[config.mk]
export PLATFORM = sky130hd
export DESIGN_NAME = wb_stage
export DESIGN_NICKNAME = d
export VERILOG_FILES = /design/src/rtl/wb_stage_pkg.sv /design/src/rtl/wb_load_ext.sv /design/src/rtl/wb_stage.sv
export SDC_FILE = /design/constraint.sdc
export NUM_CORES = 1
export LEC_CHECK = 0
export BUFFER_PORTS_ARGS = -buffer_cell sky130_fd_sc_hd__buf_4
export CELL_PAD_IN_SITES_DETAIL_PLACEMENT = 1
export CELL_PAD_IN_SITES_GLOBAL_PLACEMENT = 2
export CORE_ASPECT_RATIO = 1.75
export CORE_MARGIN = 2
export CORE_UTILIZATION = 28
export CTS_CLUSTER_SIZE = 24
export DETAILED_ROUTE_END_ITERATION = 16
export PLACE_DENSITY = 0.84
export SLEW_MARGIN = 10
export SYNTH_ARGS = -nofsm -noshare
export SYNTH_HDL_FRONTEND = slang
export SYNTH_SLANG_ARGS = --single-unit
[constraint.sdc]
create_clock -name clk -period 2.33 [get_ports clk]
set_clock_uncertainty 0.15 [all_clocks]
set_input_delay 0.233 -clock clk [delete_from_list [all_inputs] [get_ports clk]]
set_output_delay 0.233 -clock clk [all_outputs]
set_load 0.005 [all_outputs]
[src/rtl/wb_stage_pkg.sv]
// Shared write-back encodings: WD-select and load-extension codes, opcode/funct constants,
// and the W-stage instruction decoder used for destination and data selection.
package wb_stage_pkg;

    localparam logic [1:0] WD_ALU = 2'd0;
    localparam logic [1:0] WD_MEM = 2'd1;
    localparam logic [1:0] WD_PC8 = 2'd2;
    localparam logic [1:0] WD_MD  = 2'd3;

    localparam logic [2:0] EXT_LW  = 3'd0;
    localparam logic [2:0] EXT_LH  = 3'd1;
    localparam logic [2:0] EXT_LHU = 3'd2;
    localparam logic [2:0] EXT_LB  = 3'd3;
    localparam logic [2:0] EXT_LBU = 3'd4;

    localparam logic [5:0] OP_RTYPE = 6'h00;
    localparam logic [5:0] OP_JAL   = 6'h03;
    localparam logic [5:0] OP_ADDI  = 6'h08;
    localparam logic [5:0] OP_ADDIU = 6'h09;
    localparam logic [5:0] OP_SLTI  = 6'h0a;
    localparam logic [5:0] OP_SLTIU = 6'h0b;
    localparam logic [5:0] OP_ANDI  = 6'h0c;
    localparam logic [5:0] OP_ORI   = 6'h0d;
    localparam logic [5:0] OP_XORI  = 6'h0e;
    localparam logic [5:0] OP_LUI   = 6'h0f;
    localparam logic [5:0] OP_LB    = 6'h20;
    localparam logic [5:0] OP_LH    = 6'h21;
    localparam logic [5:0] OP_LW    = 6'h23;
    localparam logic [5:0] OP_LBU   = 6'h24;
    localparam logic [5:0] OP_LHU   = 6'h25;

    localparam logic [5:0] FN_JALR = 6'h09;
    localparam logic [5:0] FN_MFHI = 6'h10;
    localparam logic [5:0] FN_MFLO = 6'h12;

    typedef struct packed {
        logic [4:0] a3;
        logic [1:0] wd_sel;
        logic [2:0] ext;
        logic       is_load;
    } wb_dec_t;

    typedef struct packed {
        logic [31:0] ir;
        logic [31:0] pc4;
        logic [31:0] alu;
        logic [31:0] dm;
        logic [31:0] md;
    } wb_regs_t;

    function automatic wb_dec_t wb_decode(input logic [31:0] ir);
        wb_dec_t    d;
        logic [4:0] rt;
        logic [4:0] rd;
        rt = ir[20:16];
        rd = ir[15:11];
        d  = '{a3: 5'd0, wd_sel: WD_ALU, ext: EXT_LW, is_load: 1'b0};
        case (ir[31:26])
            OP_RTYPE: begin
                case (ir[5:0])
                    6'h00, 6'h02, 6'h03, 6'h04, 6'h06, 6'h07,
                    6'h20, 6'h21, 6'h22, 6'h23, 6'h24, 6'h25,
                    6'h26, 6'h27, 6'h2a, 6'h2b: d.a3 = rd;
                    FN_JALR: begin d.a3 = rd; d.wd_sel = WD_PC8; end
                    FN_MFHI, FN_MFLO: begin d.a3 = rd; d.wd_sel = WD_MD; end
                    default: ;  // jr, mult/div, mthi/mtlo: no RF write
                endcase
            end
            OP_JAL: begin d.a3 = 5'd31; d.wd_sel = WD_PC8; end
            OP_ADDI, OP_ADDIU, OP_SLTI, OP_SLTIU,
            OP_ANDI, OP_ORI, OP_XORI, OP_LUI: d.a3 = rt;
            OP_LB:  begin d.a3 = rt; d.wd_sel = WD_MEM; d.ext = EXT_LB;  d.is_load = 1'b1; end
            OP_LBU: begin d.a3 = rt; d.wd_sel = WD_MEM; d.ext = EXT_LBU; d.is_load = 1'b1; end
            OP_LH:  begin d.a3 = rt; d.wd_sel = WD_MEM; d.ext = EXT_LH;  d.is_load = 1'b1; end
            OP_LHU: begin d.a3 = rt; d.wd_sel = WD_MEM; d.ext = EXT_LHU; d.is_load = 1'b1; end
            OP_LW:  begin d.a3 = rt; d.wd_sel = WD_MEM; d.ext = EXT_LW;  d.is_load = 1'b1; end
            default: ;
        endcase
        return d;
    endfunction

endpackage

[src/rtl/wb_load_ext.sv]
// Load-data extension: picks the byte/half addressed by off out of the aligned word and
// sign- or zero-extends it.
import wb_stage_pkg::*;

module wb_load_ext (
    input  logic [31:0] word,
    input  logic [1:0]  off,
    input  logic [2:0]  ext,
    output logic [31:0] data
);

    logic [15:0] half;
    logic [7:0]  byte_sel;

    always_comb begin
        half     = off[1] ? word[31:16] : word[15:0];
        byte_sel = word[8*off +: 8];
        case (ext)
            EXT_LH:  data = {{16{half[15]}}, half};
            EXT_LHU: data = {16'h0, half};
            EXT_LB:  data = {{24{byte_sel[7]}}, byte_sel};
            EXT_LBU: data = {24'h0, byte_sel};
            default: data = word;
        endcase
    end

endmodule

[src/rtl/wb_stage.sv]
// Write-back stage: M/W register, destination select, write-data mux and RF write enable.
// Define WB_ALIGN_CHK_EN to trap misaligned lw/lh/lhu and expose exc_AdEL_W.
import wb_stage_pkg::*;

module wb_stage #(
    parameter logic [31:0] RESET_PC4 = 32'h0000_3004,
    parameter logic [31:0] NOP_IR    = 32'h0000_0000
) (
    input  logic        clk,
    input  logic        reset,
    input  logic        clr_W,
    input  logic [31:0] IR_M,
    input  logic [31:0] PC4_M,
    input  logic [31:0] ALUout_M,
    input  logic [31:0] DMrd_M,
    input  logic [31:0] MDout_M,
    output logic [4:0]  A3,
    output logic [31:0] WD,
    output logic        RegWrite_W,
    output logic [31:0] PC4_W,
    output logic [31:0] IR_W,
    output logic        valid_W
`ifdef WB_ALIGN_CHK_EN
    ,
    output logic        exc_AdEL_W
`endif
);

    wb_regs_t    w;
    logic        vld;
    wb_dec_t     dec;
    logic [31:0] ld_data;
    logic        wr_ok;

    always_ff @(posedge clk) begin
        if (reset || clr_W) begin
            w   <= '{ir: NOP_IR, pc4: RESET_PC4, alu: 32'h0, dm: 32'h0, md: 32'h0};
            vld <= 1'b0;
        end else begin
            w   <= '{ir: IR_M, pc4: PC4_M, alu: ALUout_M, dm: DMrd_M, md: MDout_M};
            vld <= 1'b1;
        end
    end

    assign dec = wb_decode(w.ir);

    wb_load_ext u_load_ext (
        .word (w.dm),
        .off  (w.alu[1:0]),
        .ext  (dec.ext),
        .data (ld_data)
    );

`ifdef WB_ALIGN_CHK_EN
    logic misalign;
    always_comb begin
        case (dec.ext)
            EXT_LW:          misalign = w.alu[1:0] != 2'b00;
            EXT_LH, EXT_LHU: misalign = w.alu[0];
            default:         misalign = 1'b0;
        endcase
    end
    assign exc_AdEL_W = vld && dec.is_load && misalign;
    assign wr_ok      = !exc_AdEL_W;
`else
    assign wr_ok = 1'b1;
`endif

    always_comb begin
        case (dec.wd_sel)
            WD_MEM:  WD = ld_data;
            WD_PC8:  WD = w.pc4 + 32'd4;
            WD_MD:   WD = w.md;
            default: WD = w.alu;
        endcase
    end

    assign A3         = dec.a3;
    assign RegWrite_W = vld && (dec.a3 != 5'd0) && wr_ok;
    assign PC4_W      = w.pc4;
    assign IR_W       = w.ir;
    assign valid_W    = vld;

endmodule

==> results of run 1 <==
==> cell families (layout without fill, tap and decap cells) <==
| group | count (synthesis) | after routing |
|---|---|---|
| other cells | 0 | 6 |
| mux | 12 | 12 |
| flops | 161 | 161 |
| simple gates | 308 | 309 |
| buf+inv | 115 | 580 |
| compound gates | 132 | 132 |
| fa+ha+maj | 1 | 1 |
| xor+xnor | 18 | 18 |
==> cells in the mapped netlist, drive strengths merged (12+ instances only) <==
master and count:
and2 161, dfxtp 161, buf 82, nor2 34
clkbuf 28, nand2 28, a21oi 21, o21ai 18
a22oi 16, nand3 16, xnor2 16, nor3 13
o221ai 13, a31oi 12
==> metrics by stage <==
stage | power (mW) | utilization, % | setup WS, ps | cell area [um2] | hold WS, ps
6_report | 7.12 | 51.6 | -523 | 12700 | 214
5_1_grt | 7.36 | 51.6 | -605 | 12700 | 227
3_5_place_dp | 3.86 | 38.3 | -148 | 9420 | 276
4_1_cts | 7.05 | 50.0 | -475 | 12300 | 193
3_3_place_gp | 3.85 | 38.3 | -132 | 9420 | 277
2_1_floorplan | 3.34 | - | 160 | 7000 | 182
==> what timing repair did <==
action | CTS | global route
hold buffers | 163 | 0
resized for setup | 127 | 69
pin swaps | 32 | 27
setup endpoints to repair | 38 | 38
cloned | 3 | 1
buffers inserted | 15 | 13
endpoints found under the hold margin | 160 | 0
==> worst min-delay path: cells and delay by family <==
kind                   cells  cell delay, ps
buffers and inverters      2             330
and+or+nand+nor            1              40
==> power breakdown <==
| part | switching [mW] | internal (mW) | leakage [nW] |
|---|---|---|---|
| registers | 0.0902 | 2.86 | 1.33 |
| logic | 0.509 | 0.765 | 3.78 |
| clock network | 1.17 | 1.72 | 0.297 |
| total | 1.77 | 5.35 | 5.41 |
==> layer usage <==
metal / up-vias / GRT usage, %
met5: - / 0
met1: 3540 / 22.5
li1: 3435 / -
met4: 0 / 13.4
met3: 100 / 4.49
met2: 268 / 46.2
==> worst paths after layout <==
kind                  slack [ps]       from  cells past startpoint      end
worst max-delay path        -520  PC4_W[15]                      6   WD[29]
worst min-delay path         210      reset                      3  valid_W
==> final cells by class <==
class / instances / area (um2) / area share [%]
Multi-Input combinational cell: 472 / 3700 / 29.1
Sequential cell: 161 / 3270 / 25.7
Antenna cell: 6 / 15.0 / 0.118
Tap cell: 312 / 390 / 3.07
Inverter: 5 / 18.8 / 0.148
Clock buffer: 24 / 502 / 3.95
Clock inverter: 8 / 100 / 0.787
Timing Repair Buffer: 543 / 4710 / 37.1
==> cell usage in the layout (no fill, tap or decap), types with 10 or more instances in the layout <==
cell type / netlist / layout
clkbuf_16: 0 / 17
dfxtp_2: 0 / 16
nor2_1: 34 / 23
buf_6: 0 / 32
xnor2_1: 16 / 16
dfxtp_1: 161 / 139
o21ai_0: 17 / 11
a21oi_2: 1 / 13
nand4_1: 10 / 10
and2_1: 161 / 161
nand3_1: 16 / 13
nor2_4: 0 / 11
nand2_1: 28 / 24
buf_4: 64 / 338
a22oi_1: 16 / 14
dlygate4sd3_1: 0 / 163
==> flip-flops by register name, indices dropped and copies added, names as in the netlist <==
name	count
PC4_W	32
w	96
IR_W	32
valid_W	1
==> key figures, run 1 <==
Clocking
  – CTS tree: built
  – CTS Buf Count: 17
  – Root Driver: clkbuf_16
  – Clock sink count: approximately 160
  – Clock buffer depth: 2
  – CTS H-tree lvls: 4
  – Clk slew on worst S/H paths: 70 ps

Global routing
  – Vias in the first global route: slightly above 8k
  – Initial antenna violation count: 4
  – Pin count of the biggest net entering global routing: about 160
  – First-pass GRT wire length: about 46000 um
  – Total gr overflow: 0
  – GRT Resource Usage Total: 23.8%

Drt
  – Post-route ant nets: 0
  – Drt initial violations: 324
  – Final WL: 32600 um
  – Via Count: 7343
  – Met2 wire len: approximately 18000 um
  – WL/cell: 21.3 um
  – Drt first pass iters: 5
  – # DRC: 0
  – Met1 Wirelength: 11000 um
  – Met3 wire len: 1320 um
  – Via density per instance: approximately 4.8
  – DR top layer: met4

Critical path
  – Critical path type: reg2out
  – Critical path, cell by cell: nand4_1, or4_4, or4_4, a21oi_2, o22a_1, buf_4
  – Critical Path Max Stage Delay: 600 ps
  – Worst EP arrival: 2470 ps
  – Crit-path most repeated cell: or4_4
  – CP required: ~2000 ps
  – CP Launch Type: flop
  – Largest fanout on the critical path: 5
  – Cell family with the largest share of critical-path delay: simple AND/OR/NAND/NOR gates
  – Worst path buffer plus inverter count: 1
  – CP endpoint kind: primary output
  – CP max stage cell: or4_4

Status
  – Status: finished with violations
  – Failing checks: negative setup slack

Placement
  – Hpwl dp: 20200 um
  – GP Congestion: 0.827
  – Port bufs: between 200 and 300
  – Post-placement cell count: 1301

Yosys
  – Post-synthesis register bit count: 161
  – Adder-cell share of the synthesized area: less than 1%
  – Syn nets: 911
  – Dominant cell type by area after synthesis: dfxtp_1
  – Compound-Gate Fraction of Synth Area: 13.6%
  – Yosys Warn Count: 0
  – Top FF cell, synth: dfxtp_1
  – Cell Area, Synth: between 6000 and 7000 um2
  – Largest family of logic cells by synthesized area: simple AND/OR/NAND/NOR gates
  – Number of enable flip-flop cells after synthesis: 0
  – XOR/XNOR Fraction of Synth Area: roughly 2.3%
  – Seq/Total Area, Yosys: 46.1%
  – Multiplexer share of the synthesized area: between 2 and 2.5%
  – Post-synth top area share: 46.1%
  – Synth top area cells: dfxtp_1, and2_1, buf_4
  – Synthesized area per cell: 9.37 um2
  – Ys async rst share: 0%
  – Post-Syn Instances: ~750
  – Post-synthesis cell type count: 61
  – Simple-gate share of the synthesized area: 25.9%

Layout
  – Area delta synth->final: 81.7%
  – Final non-filler cell total: 1531
  – Fill cell count: 2649
  – Final Net Count: 1364
  – Share of cells above drive strength 1: 44.0%

Flow run
  – Max cap viols: 0

Timing
  – Tmin final: 2850 ps
  – Setup_tns: -13620 ps
  – Fmax: between 300 and 400 MHz
  – Final Hold Viols: 0
  – # setup viols final: 38
  – Crit share post-route: 122%
  – Final Slew Violations: 0
  – Least-Margin Pin Slew: 542 ps
  – Setup repair after global routing missed its margin: yes
  – Final WS setup: -523 ps
  – Slew headroom: roughly 64%

Die
  – Die height: 213 um
  – Die X: 123 um
  – DIE AREA: 26300 um2
  – Starting Density: 28.4%
  – Core box area: around 25000 um2
  – Row count: 76
  – I/O Pins: about 270

Power and ir drop
  – Lkg Pwr: around 5.4 nW
  – Power per Cell Area: 560 nW/um2
  – Max VDD drop: 0.480 mV

Hold path
  – Hold Path Class: in2reg
Power figures use the tool's default switching activity.
==> inputs of run 2 (changes only) <==
--- a/config.mk
+++ b/config.mk
@@ -6,6 +6,7 @@
 export NUM_CORES = 1
 export LEC_CHECK = 0
 export BUFFER_PORTS_ARGS = -buffer_cell sky130_fd_sc_hd__buf_4
+export CAP_MARGIN = 20
 export CELL_PAD_IN_SITES_DETAIL_PLACEMENT = 1
 export CELL_PAD_IN_SITES_GLOBAL_PLACEMENT = 2
 export CORE_ASPECT_RATIO = 1.75
@@ -18,3 +19,4 @@
 export SYNTH_ARGS = -nofsm -noshare
 export SYNTH_HDL_FRONTEND = slang
 export SYNTH_SLANG_ARGS = --single-unit
+export TNS_END_PERCENT = 5
==> run 2 against run 1 <==
Critical path depth grew 2. Final cell count shrank 1.3%. Critical endpoint is now WD[27]. The flow still finishes with violations (negative setup slack). Hold slack gained 12 ps. Combinational power shrank 9%. Design area shrank 5.0%. Worst setup slack lost 17 ps. Global-route usage shrank 0.69 points.
==> key figures, run 2 (synthesis gave the netlist of run 1 again) <==
Timing
  – Fmax: 348 MHz (-0.61%)
  – # setup viols final: 38 (unchanged)
  – Crit share post-route: 123% (+0.75 points)
  – Slew headroom: 62.8% (-1.1 points)
  – Final WS setup: -540 ps (-17.4 ps)
  – Tmin final: 2870 ps (+17.4 ps)
  – Final Hold Viols: 0 (unchanged)
  – Least-Margin Pin Slew: 557 ps (+15.8 ps)
  – Min Hold Slack: 226 ps (+11.7 ps)
  – Final Slew Violations: 0 (unchanged)
  – Setup repair after global routing missed its margin: yes

Clocking
  – Clock buffer depth: 2 (unchanged)
  – CTS H-tree lvls: 4 (unchanged)
  – Clock sink count: 161 (unchanged)
  – CTS tree: built
  – Clk slew on worst S/H paths: 70 ps (about the same)
  – Root Driver: clkbuf_16
  – CTS Buf Count: 17 (unchanged)

Global routing
  – First-pass GRT wire length: 44800 um (-2.9%)
  – Vias in the first global route: 7975 (-2.0%)
  – Initial antenna violation count: 5 (+1)
  – Total gr overflow: 0 (unchanged)
  – Pin count of the biggest net entering global routing: 159 (unchanged)
  – GRT Resource Usage Total: 23.1% (-0.69 points)

Die
  – DIE AREA: 26300 um2 (unchanged)
  – I/O Pins: 266 (unchanged)
  – Starting Density: 28.4% (unchanged)
  – Core box area: 24600 um2 (unchanged)
  – Die X: 123 um (unchanged)
  – Die height: 213 um (unchanged)
  – Row count: 76 (unchanged)

Placement
  – Hpwl dp: 20200 um (unchanged)
  – Pre-CTS setup slack: -148 ps (unchanged)
  – Port bufs: 265 (unchanged)
  – GP Congestion: 0.827 (unchanged)

Drt
  – Via density per instance: 4.75 (-0.87%)
  – WL/cell: 20.4 um (-4.0%)
  – Post-route ant nets: 0 (unchanged)
  – Final WL: 30900 um (-5.2%)
  – Met1 Wirelength: 10700 um (-2.7%)
  – Drt first pass iters: 4 (-1)
  – Via Count: 7184 (-2.2%)
  – Met3 wire len: 1290 um (-1.9%)
  – DR top layer: met4
  – Drt initial violations: 288 (-11%)
  – Met2 wire len: 17000 um (-7.6%)
  – # DRC: 0 (unchanged)

Critical path
  – Critical path, cell by cell: nand4_1, or4_4, buf_6, buf_6, nor3b_4, xnor2_1, o211ai_1, buf_4
  – Largest fanout on the critical path: 5 (unchanged)
  – Worst EP arrival: 2490 ps (+20 ps)
  – Crit-path most repeated cell: buf_6
  – Critical Path Max Stage Delay: 600 ps (about the same)
  – Worst Setup SP: PC4_W[15]
  – CP endpoint kind: primary output
  – CP max stage cell: or4_4
  – Critical path type: reg2out
  – CP Launch Type: flop
  – CP required: 1950 ps (about the same)

Power and ir drop
  – Max VDD drop: 0.477 mV (-0.54%)
  – Power per Cell Area: 579 nW/um2 (+3.4%)
  – Lkg Pwr: 5.19 nW (-4.1%)

Flow run
  – Max cap viols: 0 (unchanged)

Layout
  – Reg with most FFs: w
  – Max FFs per register: 96 (unchanged)
  – Area delta synth->final: 72.5%
  – Share of cells above drive strength 1: 38.7% (-5.3 points)
  – Commonest non-fill, non-tap cell in the layout: buf_4
  – Final Net Count: 1345 (-1.4%)
  – Most frequent cells in the layout: buf_4, dlygate4sd3_1, and2_1, dfxtp_1, nor2_1

Hold path
  – Hold path startpoint: reset
  – Hold Path Class: in2reg

Status
  – Failing checks: negative setup slack
  – Status: finished with violations
run 2: cell types whose count changed in the layout (fill, tap and decap cells not counted), moves of 5 or more:
cell       delta
dfxtp_1       +9
o21ai_2       -5
buf_4         +8
buf_6        -24
nor2_1        +7
nor2_4        -9
a21oi_2       -6
o2bb2ai_1     +5
o21ai_1       +5
dfxtp_4       -5
a21oi_1       +6
run 2: cell type report:
class,count,area (um2)
Antenna cell,5,12.5
Clock buffer,24,502
Clock inverter,8,100
Fill cell,2684,12600
Inverter,5,18.8
Multi-Input combinational cell,472,3360
Sequential cell,161,3240
Tap cell,312,390
Timing Repair Buffer,524,4450
run 2: final timing paths:
check                      to  slack, ps  cells after the start
worst max-delay path   WD[27]       -540                      8
worst min-delay path  valid_W        230                      3
run 2: critical path, delay by kind of cell, from the launching register on:
kind,cells,cell delay [ps]
AOI/OAI and AO/OA,1,250
xor gates and xnor gates,1,120
and+or+nand+nor,3,920
DFF,1,340
buffers and inverters,3,430
run 2: power by group:
part	internal, mW	leakage, nW	switching, mW
sequential	2.87	1.33	0.0815
combinational	0.704	3.56	0.458
clock	1.72	0.297	1.16
run 2: routing by layer:
| metal | GRT usage [%] | vias to the layer above |
|---|---|---|
| li1 | - | 3391 |
| met5 | 0 | - |
| met4 | 15.6 | 0 |
| met1 | 21.9 | 3444 |
| met2 | 43.6 | 259 |
| met3 | 4.41 | 90 |
run 2: through the flow:
step	power (mW)	TNS (ps)	area [um2]	util (%)	instances
2_1_floorplan	3.34	0	7000	-	747
3_3_place_gp	3.85	-337	9420	38.3	1301
3_5_place_dp	3.86	-1090	9420	38.3	1301
4_1_cts	7.00	-13660	11900	48.4	1505
5_1_grt	7.24	-19450	12100	49.0	1511
6_report	6.99	-13960	12100	49.0	1511
run 2: timing repair:
action                                  CTS  global route
endpoints found under the setup margin   38            38
buffers inserted                          6             1
gates cloned                              3             0
hold endpoints to repair                160             0
gates resized for setup                  58            28
hold buffers                            163             0
pin swaps                                21            10
==> inputs of run 3 (changes only) <==
--- a/config.mk
+++ b/config.mk
@@ -5,17 +5,18 @@
 export SDC_FILE = /design/constraint.sdc
 export NUM_CORES = 1
 export LEC_CHECK = 0
+export ABC_AREA = 1
 export BUFFER_PORTS_ARGS = -buffer_cell sky130_fd_sc_hd__buf_4
 export CAP_MARGIN = 20
 export CELL_PAD_IN_SITES_DETAIL_PLACEMENT = 1
 export CELL_PAD_IN_SITES_GLOBAL_PLACEMENT = 2
-export CORE_ASPECT_RATIO = 1.75
+export CORE_ASPECT_RATIO = 0.5
 export CORE_MARGIN = 2
-export CORE_UTILIZATION = 28
+export CORE_UTILIZATION = 26
 export CTS_CLUSTER_SIZE = 24
 export DETAILED_ROUTE_END_ITERATION = 16
 export PLACE_DENSITY = 0.84
-export SLEW_MARGIN = 10
+export SLEW_MARGIN = 20
 export SYNTH_ARGS = -nofsm -noshare
 export SYNTH_HDL_FRONTEND = slang
 export SYNTH_SLANG_ARGS = --single-unit
==> run 3 against run 2 <==
Design area is 3.8% higher. Critical path depth grew 1. Critical endpoint is now WD[31]. Via count rose by 15%. Critical path type unchanged. The run still ends with negative setup slack left. Global-route usage is 0.71 points lower. Clock-buffer cell count shrank 2.
==> key figures, run 3 <==
Timing
  – Final Hold Viols: 0 (unchanged)
  – Least-Margin Pin Slew: 810 ps (+252 ps)
  – Final WS setup: -254 ps (+286 ps)
  – Slew headroom: 46.0% (-17 points)
  – # setup viols final: 33 (-13%)
  – Crit share post-route: 111% (-12 points)
  – Final Slew Violations: 0 (unchanged)
  – Min Hold Slack: 382 ps (+157 ps)
  – Fmax: 387 MHz (+11%)
  – Setup_tns: -5840 ps (+8120 ps)
  – Tmin final: 2580 ps (-286 ps)
  – Setup repair after global routing missed its margin: yes

Critical path
  – CP required: 1950 ps (about the same)
  – CP Launch Type: flop
  – CP endpoint kind: primary output
  – Critical path type: reg2out
  – Worst EP arrival: 2200 ps (-290 ps)
  – Largest fanout on the critical path: 4 (-1)

Power and ir drop
  – Power per Cell Area: 566 nW/um2 (-2.2%)
  – Switching pwr: 1.78 mW (+4.7%)
  – Combinational Power Share: 16.0% (-0.6 points)
  – Int Pwr: 5.32 mW (+0.51%)
  – Clock power share: 42.4% (+1.2 points)
  – Lkg Pwr: 6.12 nW (+18%)
  – Max VDD drop: 0.536 mV (+12%)
  – Net Sw Frac: 25.0% (+0.76 points)
  – Sequential Power Share: 41.6% (-0.6 points)

Die
  – Core box area: 28000 um2 (+14%)
  – I/O Pins: 266 (unchanged)
  – Die height: 124 um (-42%)
  – DIE AREA: 30200 um2 (+15%)
  – Die X: 244 um (+97%)
  – Starting Density: 26.7% (-1.7 points)
  – Row count: 43 (-43%)

Drt
  – Final WL: 33700 um (+9.2%)
  – Via density per instance: 4.40 (-7.4%)
  – Drt first pass iters: 4 (unchanged)
  – WL/cell: 18.0 um (-12%)
  – Drt initial violations: 371 (+29%)
  – Via Count: 8265 (+15%)
  – # DRC: 0 (unchanged)
  – Post-route ant nets: 0 (unchanged)

Clocking
  – Clock buffer depth: 2 (unchanged)
  – Clock sink count: 161 (unchanged)
  – Clk slew on worst S/H paths: 60 ps (about the same)
  – CTS H-tree lvls: 4 (unchanged)
  – Root Driver: clkbuf_16
  – CTS Buf Count: 17 (unchanged)
  – CTS tree: built

Layout
  – Commonest non-fill, non-tap cell in the layout: buf_4
  – Final Net Count: 1645 (+22%)
  – Max FFs per register: 96 (unchanged)
  – Share of cells above drive strength 1: 32.4% (-6.3 points)
  – Footprint of the multi-input gates: 3160 um2 (-6.0%)
  – Register area: 3270 um2 (+0.89%)
  – Reg with most FFs: w
  – Most frequent cells in the layout: buf_4, inv_1, nand2_1, nor2_1, dlygate4sd3_1
  – Area delta synth->final: 67.8%
  – Final Core Density: 44.8% (-4.2 points)
  – Fill cell count: 3389 (+26%)

Yosys
  – Post-Syn Instances: 1074 (+44%)
  – Syn nets: 1238 (+36%)
  – Number of enable flip-flop cells after synthesis: 0 (unchanged)
  – Dominant cell type by area after synthesis: dfxtp_1
  – Seq/Total Area, Yosys: 43.2% (-2.9 points)
  – Synth top area cells: dfxtp_1, nand2_1, inv_1
  – Top FF cell, synth: dfxtp_1
  – Post-synthesis cell type count: 36 (-41%)
  – Post-synth top area share: 43.2% (-2.9 points)
  – Post-synthesis register bit count: 161 (unchanged)
  – Synthesized area per cell: 6.95 um2 (-26%)
  – Cell Area, Synth: 7470 um2 (+6.7%)
  – Most frequent cell after synthesis: nand2_1
  – Yosys Warn Count: 0 (unchanged)
  – Top cells by count, synth: nand2_1, inv_1, nor2_1
  – Ys async rst share: 0% (unchanged)

Hold path
  – Hold Path Class: in2reg
  – Worst Hold Depth: 3 (unchanged)

Global routing
  – Initial antenna violation count: 1 (-4)
  – Vias in the first global route: 9085 (+14%)
  – Pin count of the biggest net entering global routing: 75 (-53%)
  – Total gr overflow: 0 (unchanged)
  – GRT Resource Usage Total: 22.4% (-0.71 points)
  – First-pass GRT wire length: 50900 um (+14%)

Status
  – Failing checks: negative setup slack
  – Status: finished with violations

Placement
  – Hpwl dp: 22900 um (+13%)
  – GP Congestion: 0.825 (-0.23%)
  – Port bufs: 265 (unchanged)

Flow run
  – Max cap viols: 0 (unchanged)
-- run 3: changes by cell type in the layout (fill, tap and decap cells not counted), sizes merged, moves of 17 or more --
| cell | delta |
|---|---|
| nand4 | +17 |
| o21ai | +20 |
| nand2 | +181 |
| buf | -36 |
| inv | +202 |
| nand3 | +30 |
| and2 | -161 |
| nor2 | +166 |
-- run 3: cell type report --
class,count,area share (%)
Multi-Input combinational cell,607,25.2
Clock inverter,8,1.23
Timing Repair Buffer,487,33.7
Tap cell,382,3.81
Sequential cell,161,26.1
Clock buffer,22,3.62
Antenna cell,3,0.0599
Inverter,207,6.30
-- run 3: cells by family (layout without fill, tap and decap cells) --
| group | Yosys count | in the layout | synth area share, % |
|---|---|---|---|
| simple gates | 514 | 514 | 29.4 |
| buf+inv | 306 | 724 | 19.2 |
| flops | 161 | 161 | 43.2 |
| compound gates | 80 | 80 | 6.70 |
| xor+xnor | 12 | 12 | 1.41 |
| fa+ha+maj | 1 | 1 | 0.168 |
| other cells | 0 | 3 | 0 |
-- run 3: through the flow --
stage / setup WS (ps) / total power, mW / cells / instance area, um2
finish: -254 / 7.10 / 1877 / 12500
detailed placement: 81.9 / 3.82 / 1668 / 9700
CTS: -265 / 7.09 / 1873 / 12300
global route: -359 / 7.37 / 1876 / 12500
global placement: 20.1 / 3.80 / 1668 / 9700
floorplan: 411 / 3.35 / 1074 / 7470
-- run 3: path summary, 6_finish.rpt --
| kind | end | startpoint | slack (ps) |
|---|---|---|---|
| setup / recovery | WD[31] | PC4_W[17] | -250 |
| hold / removal | PC4_W[12] | PC4_M[12] | 380 |
-- run 3: layer usage --
| layer | vias up | wire length, um | global-route usage, % |
|---|---|---|---|
| li1 | 4001 | - | - |
| met1 | 3980 | 13600 | 24.6 |
| met2 | 199 | 17500 | 41.8 |
| met3 | 85 | 1250 | 4.57 |
| met4 | 0 | 1360 | 11.1 |
| met5 | - | 0 | 0 |
-- run 3: power by group through the flow --
stage / Combinational (mW) / Clock [mW] / Sequential [mW]
after global placement: 0.804 / 0 / 3.00
after global routing: 1.23 / 3.19 / 2.96
after floorplan: 0.376 / 0 / 2.97
after CTS: 1.09 / 3.06 / 2.95
final: 1.14 / 3.01 / 2.95
after detailed placement: 0.820 / 0 / 3.00
-- run 3: repair_timing --
item                                   4_1_cts  5_1_grt
setup endpoints to repair                   38       38
gates resized for setup                     88       58
hold buffers                               162        0
endpoints found under the hold margin      161        0
pin swaps                                   22       17
buffers inserted                            11        1
gates cloned                                 3        0
-- run 3: worst max-delay path: stages (launching register included) --
cell and delay (ps):
dfxtp_2 410, nand2_1 130, nor3_2 190, nand2_1 130, nor3_1 190, buf_4 150
a21oi_1 50, nand3b_1 240, nand4_1 140, buf_4 130
